[src/rtl/id_ex_stage.sv]
// ID/EX pipeline register for the five-stage MIPS core.
// It captures decode output, forwards operands and detects load-use hazards.
module id_ex_stage (
  input  logic        clk,
  input  logic        reset,
  input  logic        id_valid,
  input  logic [4:0]  id_rs,
  input  logic [4:0]  id_rt,
  input  logic [4:0]  id_rd,
  input  logic [31:0] id_rs_data,
  input  logic [31:0] id_rt_data,
  input  logic [31:0] id_imm,
  input  logic [2:0]  id_alu_ctrl,
  input  logic        id_alu_src,
  input  logic        id_reg_dst,
  input  logic        id_reg_write,
  input  logic        id_mem_read,
  input  logic        id_mem_write,
  input  logic        id_mem_to_reg,
  input  logic        flush,
  input  logic        mem_reg_write,
  input  logic [4:0]  mem_rd,
  input  logic [31:0] mem_alu_result,
  input  logic        wb_reg_write,
  input  logic [4:0]  wb_rd,
  input  logic [31:0] wb_data,
  output logic        stall,
  output logic        ex_valid,
  output logic [31:0] ex_a,
  output logic [31:0] ex_b,
  output logic [2:0]  ex_alu_ctrl,
  output logic [31:0] ex_store_data,
  output logic [4:0]  ex_write_reg,
  output logic        ex_reg_write,
  output logic        ex_mem_read,
  output logic        ex_mem_write,
  output logic        ex_mem_to_reg
);

  typedef struct packed {
    logic        valid;
    logic [4:0]  rs;
    logic [4:0]  rt;
    logic [4:0]  write_reg;
    logic [31:0] rs_val;
    logic [31:0] rt_val;
    logic [31:0] imm;
    logic [2:0]  alu_ctrl;
    logic        alu_src;
    logic        reg_write;
    logic        mem_read;
    logic        mem_write;
    logic        mem_to_reg;
  } ex_t;

  ex_t q, d;
  logic wb_hit_rs, wb_hit_rt;
  logic [31:0] fwd_rs, fwd_rt;

  // A register written back this cycle is not yet visible in the ID read data.
  assign wb_hit_rs = wb_reg_write && (wb_rd != 5'd0) && (wb_rd == id_rs);
  assign wb_hit_rt = wb_reg_write && (wb_rd != 5'd0) && (wb_rd == id_rt);

  always_comb begin
    d            = '0;
    d.valid      = id_valid;
    d.rs         = id_rs;
    d.rt         = id_rt;
    d.write_reg  = id_reg_dst ? id_rd : id_rt;
    d.rs_val     = wb_hit_rs ? wb_data : id_rs_data;
    d.rt_val     = wb_hit_rt ? wb_data : id_rt_data;
    d.imm        = id_imm;
    d.alu_ctrl   = id_alu_ctrl;
    d.alu_src    = id_alu_src;
    d.reg_write  = id_reg_write;
    d.mem_read   = id_mem_read;
    d.mem_write  = id_mem_write;
    d.mem_to_reg = id_mem_to_reg;
  end

  // rt is compared even for I-type ops; the false stall is harmless.
  assign stall = q.valid && q.mem_read && (q.write_reg != 5'd0) && id_valid &&
                 ((q.write_reg == id_rs) || (q.write_reg == id_rt));

  always_ff @(posedge clk or posedge reset) begin
    if (reset)               q <= '0;
    else if (flush || stall) q <= '0;
    else                     q <= d;
  end

  // The younger producer (MEM) wins over WB.
  always_comb begin
    fwd_rs = q.rs_val;
    if (mem_reg_write && (mem_rd != 5'd0) && (mem_rd == q.rs))
      fwd_rs = mem_alu_result;
    else if (wb_reg_write && (wb_rd != 5'd0) && (wb_rd == q.rs))
      fwd_rs = wb_data;
    fwd_rt = q.rt_val;
    if (mem_reg_write && (mem_rd != 5'd0) && (mem_rd == q.rt))
      fwd_rt = mem_alu_result;
    else if (wb_reg_write && (wb_rd != 5'd0) && (wb_rd == q.rt))
      fwd_rt = wb_data;
  end

  assign ex_valid      = q.valid;
  assign ex_a          = fwd_rs;
  assign ex_b          = q.alu_src ? q.imm : fwd_rt;
  assign ex_store_data = fwd_rt;
  assign ex_alu_ctrl   = q.alu_ctrl;
  assign ex_write_reg  = q.write_reg;
  assign ex_reg_write  = q.reg_write;
  assign ex_mem_read   = q.mem_read;
  assign ex_mem_write  = q.mem_write;
  assign ex_mem_to_reg = q.mem_to_reg;

endmodule

[config.mk]
export PLATFORM = sky130hd
export DESIGN_NAME = id_ex_stage
export DESIGN_NICKNAME = d
export VERILOG_FILES = /design/src/rtl/id_ex_stage.sv
export SDC_FILE = /design/constraint.sdc
export NUM_CORES = 1
export LEC_CHECK = 0
export BUFFER_PORTS_ARGS = -buffer_cell sky130_fd_sc_hd__buf_2
export CORE_AREA = 2 2 136 138
export CTS_CLUSTER_DIAMETER = 40
export DETAILED_ROUTE_END_ITERATION = 10
export DIE_AREA = 0 0 138 140
export HOLD_SLACK_MARGIN = 0.02
export PLACE_DENSITY = 0.69
export SKIP_CTS_REPAIR_TIMING = 1
export SLEW_MARGIN = 20
export SYNTH_ARGS = -nofsm -noshare
export SYNTH_HDL_FRONTEND = slang
export SYNTH_SLANG_ARGS = --single-unit
[constraint.sdc]
create_clock -name clk -period 3.97 [get_ports clk]
set_input_delay 0.1985 -clock clk [delete_from_list [all_inputs] [get_ports clk]]
set_output_delay 0.1985 -clock clk [all_outputs]
set_load 0.02 [all_outputs]
# Word-level counts from Yosys, hierarchy flattened
# Index checks and enable logic that the tools add are counted.
# word_totals
regBits	120
output_inout_bits	110
# op_classes
reduce_logical	17
n_eq_ne	8
muxes	9
# ops
op	count
32-bit 2-to-1 mux	7
120-bit 2-to-1 mux	1
5-bit == test	8
5-bit nonzero test	3
1-bit logical AND	12
5-bit 2-to-1 mux	1
1-bit logical OR	2

# Logic depth before layout (Yosys ltp)
# logic_depth
ltp_word	6
depth_mapped	8
ltp_nobuf	5

# Worst setup path before layout
# OpenSTA, ideal clock, no wires.
# synth_path
path_kind	register -> output
startpoint	register q[112] (netlist name)
endpoint	output ex_b[1]
path_stages_with_launch	7
slack_ps	1632
t_required_ps	3772
path_buffers	1
arrival_ps	2140
cell_sequence	dfrtp_1 > xor2_1 > nor4b_2 > clkbuf_1 > nand3_1 > a31oi_1 > mux2_2
# synth_via
elab_chain_cells	5
word_cells_on_any_way	7
classes_between	eq/ne: 2; mux: 3; reduce/logical: 2
# synth_rtl
item	line	text
start: declaration	56	ex_t q, d;
start signal: assignment	86	if (reset) q <= '0;
start signal: assignment	87	else if (flush || stall) q <= '0;
start signal: assignment	88	else q <= d;
5-bit == test	101	else if (wb_reg_write && (wb_rd != 5'd0) && (wb_rd == q.rt))
1-bit logical AND	101	
32-bit 2-to-1 mux	101	
32-bit 2-to-1 mux *	99	if (mem_reg_write && (mem_rd != 5'd0) && (mem_rd == q.rt))
named net ex_store_data[1]	32	output logic [31:0] ex_store_data,
32-bit 2-to-1 mux *	107	assign ex_b = q.alu_src ? q.imm : fwd_rt;
end: declaration	30	output logic [31:0] ex_b,
# Mark *: on every way through the listed nets, which the timed path passes. The rest lies on a longest branch.

# Final worst setup path
# layout_path
startpoint	register q[114] (netlist name)
endpoint	output ex_a[0]
# layout_via
elab_chain_cells	4
word_cells_on_any_way	6
classes_between	eq/ne: 2; mux: 2; reduce/logical: 2
# layout_rtl
item	line	text
5-bit == test	96	else if (wb_reg_write && (wb_rd != 5'd0) && (wb_rd == q.rs))
1-bit logical AND	96	
32-bit 2-to-1 mux	96	
32-bit 2-to-1 mux *	94	if (mem_reg_write && (mem_rd != 5'd0) && (mem_rd == q.rs))
end: declaration	29	output logic [31:0] ex_a,
# Every way passes the cells marked *; elsewhere a longest branch is shown, timed or not.

==> flow_metrics.tcl <==
set metrics [dict create \
    outcome "finished, violations left" \
    violations "negative hold slack" \
    ioPinCount 310 \
    hold_viol 48 \
    maxCapViolCount 0 \
    grt_start_max_net_pins 68 \
    routed_wl_um 24650 \
    detailedPlace.worstSlack_ns 1.166 \
    hold_ws_ns -0.02183 \
    p_clk_share_pct 40.5 \
    r2r_start "ex_write_reg[1]" \
    end_kind "output pin" \
    vdd_drop_max_mv 0.2699 \
    clockBufferDepth 2 \
    rsz0062_at_grt "no" \
    yosysWarnings 0 \
    clkLatencyLatePin_ns 0.41 \
    period_share_pct 80.73 \
    critPathMaxStageDelay_ns 0.99 \
    die_h_um 140 \
    crit_type "reg2out" \
    report.final.slew_viol_count 0 \
    syn_avg_cell_area_um2 8.864 \
    diodes 0 \
    netSwitchingFraction_pct 29.93 \
    antenna_found_initial 0 \
    finalNetCount 1303 \
    grt_util_all_layers_pct 24.89 \
    combinationalPowerShare_pct 22.0 \
    dpl_cell_area_um2 8688 \
    cts-root-buf "clkbuf_16" \
    initial_core_util_pct 39.49 \
    ant_nets 0 \
    p_leak_nw 4.716 \
    tns_ns 0 \
    final_area_um2 9620 \
    die_area_um2 19320 \
    setup_viol 0 \
    seq_area_frac_synth_pct 42.77 \
    largest_reg_flops 107 \
    final_common_cell "buf_2" \
    fin_ws_ns 0.7651 \
    h-tree-depth 4 \
    path_clk_slew_ns 0.06 \
    intPower_mw 2.458 \
    mappedNetlistArea_um2 7020 \
    syn_to_final_growth_pct 37.03 \
    crit_chain "xnor2_1, nand3_1, or4_2, buf_4, a31oi_1, buf_2" \
    postSynthCellCount 792 \
    drt-initial-drc-count 318 \
    final.fill_count 1640 \
    max_slew.worst_pin.slew_ns 0.8952 \
    power_density_nw_per_um2 364.6 \
    die_width_um 138 \
    layout_min_cycle_time_ns 3.205 \
    numPortBuffers 309 \
    relSlewSlack_pct 40.25 \
    final_cell_mix "buf_2 (309), nor2_1 (155), dfrtp_1 (120)" \
    synth_cell_types 34 \
    hpwl_um 17190 \
    vias 6928 \
    synth_fp_nets 992 \
    min_path_type "in2async" \
    grt-ovfl-total 0 \
    place.gp.congestion 0.8900 \
    critPathMaxFanout 36 \
    post_drt_wl_per_cell_um 18.34 \
    rr_worst_depth 6 \
    timing.fmax_mhz 312.0 \
    worstPathArrival_ns 3.01 \
    r2r-end "q[56]" \
    slowest_stage "or4_2" \
    ff2ff_setup_slack_ns 1.65 \
    avgViaCountPerCell 5.155 \
    fp.coreArea_um2 17780 \
    cts_tree "done" \
    synth_seq_cells 120 \
    grt_pass1_wl_um 37690 \
    p_switching_mw 1.050 \
    startpoint_type "register" \
    grt_pass1_vias 6845 \
    crit_required_ns 3.77 \
    rows 49 \
    drt_first_pass_iters 5 \
    pwr-share-seq_pct 37.5 \
    drive_above_1_share_pct 37.58 \
    clock-sinks 120 \
    fin_skew_ns 0.005922 \
    drc 0 \
    cts_buffers 17 \
    post-route-util_pct 54.11 \
]
worst max path at each step:
stage / startpoint / to / cells after the start
2_1_floorplan: reset / ex_alu_ctrl[0] / 1
3_3_place_gp: mem_rd[1] / ex_a[0] / 8
3_5_place_dp: mem_rd[1] / ex_a[0] / 8
4_1_cts: q[114] / ex_a[0] / 6
5_1_grt: q[118] / ex_a[0] / 6
6_report: q[114] / ex_a[0] / 6
power by group through the flow:
stage	clock network, mW	logic (mW)	registers (mW)
after floorplan	0	0.435	1.33
after global placement	0	0.733	1.33
after detailed placement	0	0.741	1.34
after CTS	1.46	0.744	1.31
after global routing	1.50	0.836	1.32
final	1.42	0.773	1.32
per-layer routing:
| layer | global-route usage (%) | share of wire [%] | vias to the layer above | wire length [µm] |
|---|---|---|---|---|
| met3 | 5.949 | 7.3 | 29 | 1793 |
| li1 | - | - | 3270 | - |
| met1 | 31.28 | 42 | 3299 | 10350 |
| met2 | 42.31 | 49 | 330 | 12100 |
| met5 | 0 | 0 | - | 0 |
| met4 | 8.324 | 1.7 | 0 | 407 |
cells in the mapped netlist:
master       n  area share (%)
o211a_4      1            0.25
a31oi_1     44             3.9
dfrtp_1    120              43
nand4_1      1           0.089
xnor2_1     17             2.1
mux2_2      32             5.1
nor4_2       2            0.36
and3_1       1           0.089
nor4b_2      1            0.21
a22oi_1      1            0.11
o211ai_2     2            0.36
o21bai_1     1            0.11
o2111ai_1    1            0.12
buf_4       10             1.1
inv_1       52             2.8
o21a_1       1            0.11
o21ai_1     31             2.2
nor4_1       1           0.089
mux2i_1     69             9.8
buf_1        2            0.11
a31oi_2     20             3.6
nand3_1     36             2.6
xor2_1      23             2.9
o21ai_0      3            0.21
buf_2       23             1.6
or4_4        2            0.32
clkbuf_1    35             1.9
or2_1        1           0.089
nor3_1      34             2.4
nand2_1     64             3.4
buf_6        3            0.48
or4b_4       1            0.20
nor2_1     155             8.3
or4_1        2            0.21
critical path: cells and delay by family, from the launching register on:
kind | cells | cell delay (ns)
AO/OA/AOI/OAI | 1 | 0.34
buffers and inverters | 2 | 0.62
flip-flops | 1 | 0.40
AND/OR/NAND/NOR | 2 | 1.07
XOR/XNOR | 1 | 0.14
cell families (layout without fill, tap and decap cells):
kind of cell    after synthesis  after routing  share of synthesized area (%)
buf+inv                     125            448                          7.949
xor+xnor                     40             40                          4.990
compound gates              105            105                          10.96
mux                         101            101                          14.97
flops                       120            120                          42.77
simple gates                301            301                          18.36
through the flow:
stage	total power, mW	cells
CTS	3.514	1304
detailed placement	2.077	1273
global placement	2.066	1273
floorplan	1.766	792
global route	3.660	1344
finish	3.508	1344
final cells by class:
| type | instances | area, µm² | area share (%) |
|---|---|---|---|
| tap | 229 | 286.5 | 2.978 |
| multi-input combinational | 547 | 3522 | 36.61 |
| inverter | 52 | 197.7 | 2.055 |
| clock inverter | 9 | 77.57 | 0.8063 |
| sequential | 120 | 3003 | 31.21 |
| clock buffer | 22 | 454.2 | 4.721 |
| timing repair buffer | 365 | 2079 | 21.62 |
(Power assumes the default switching activity.)
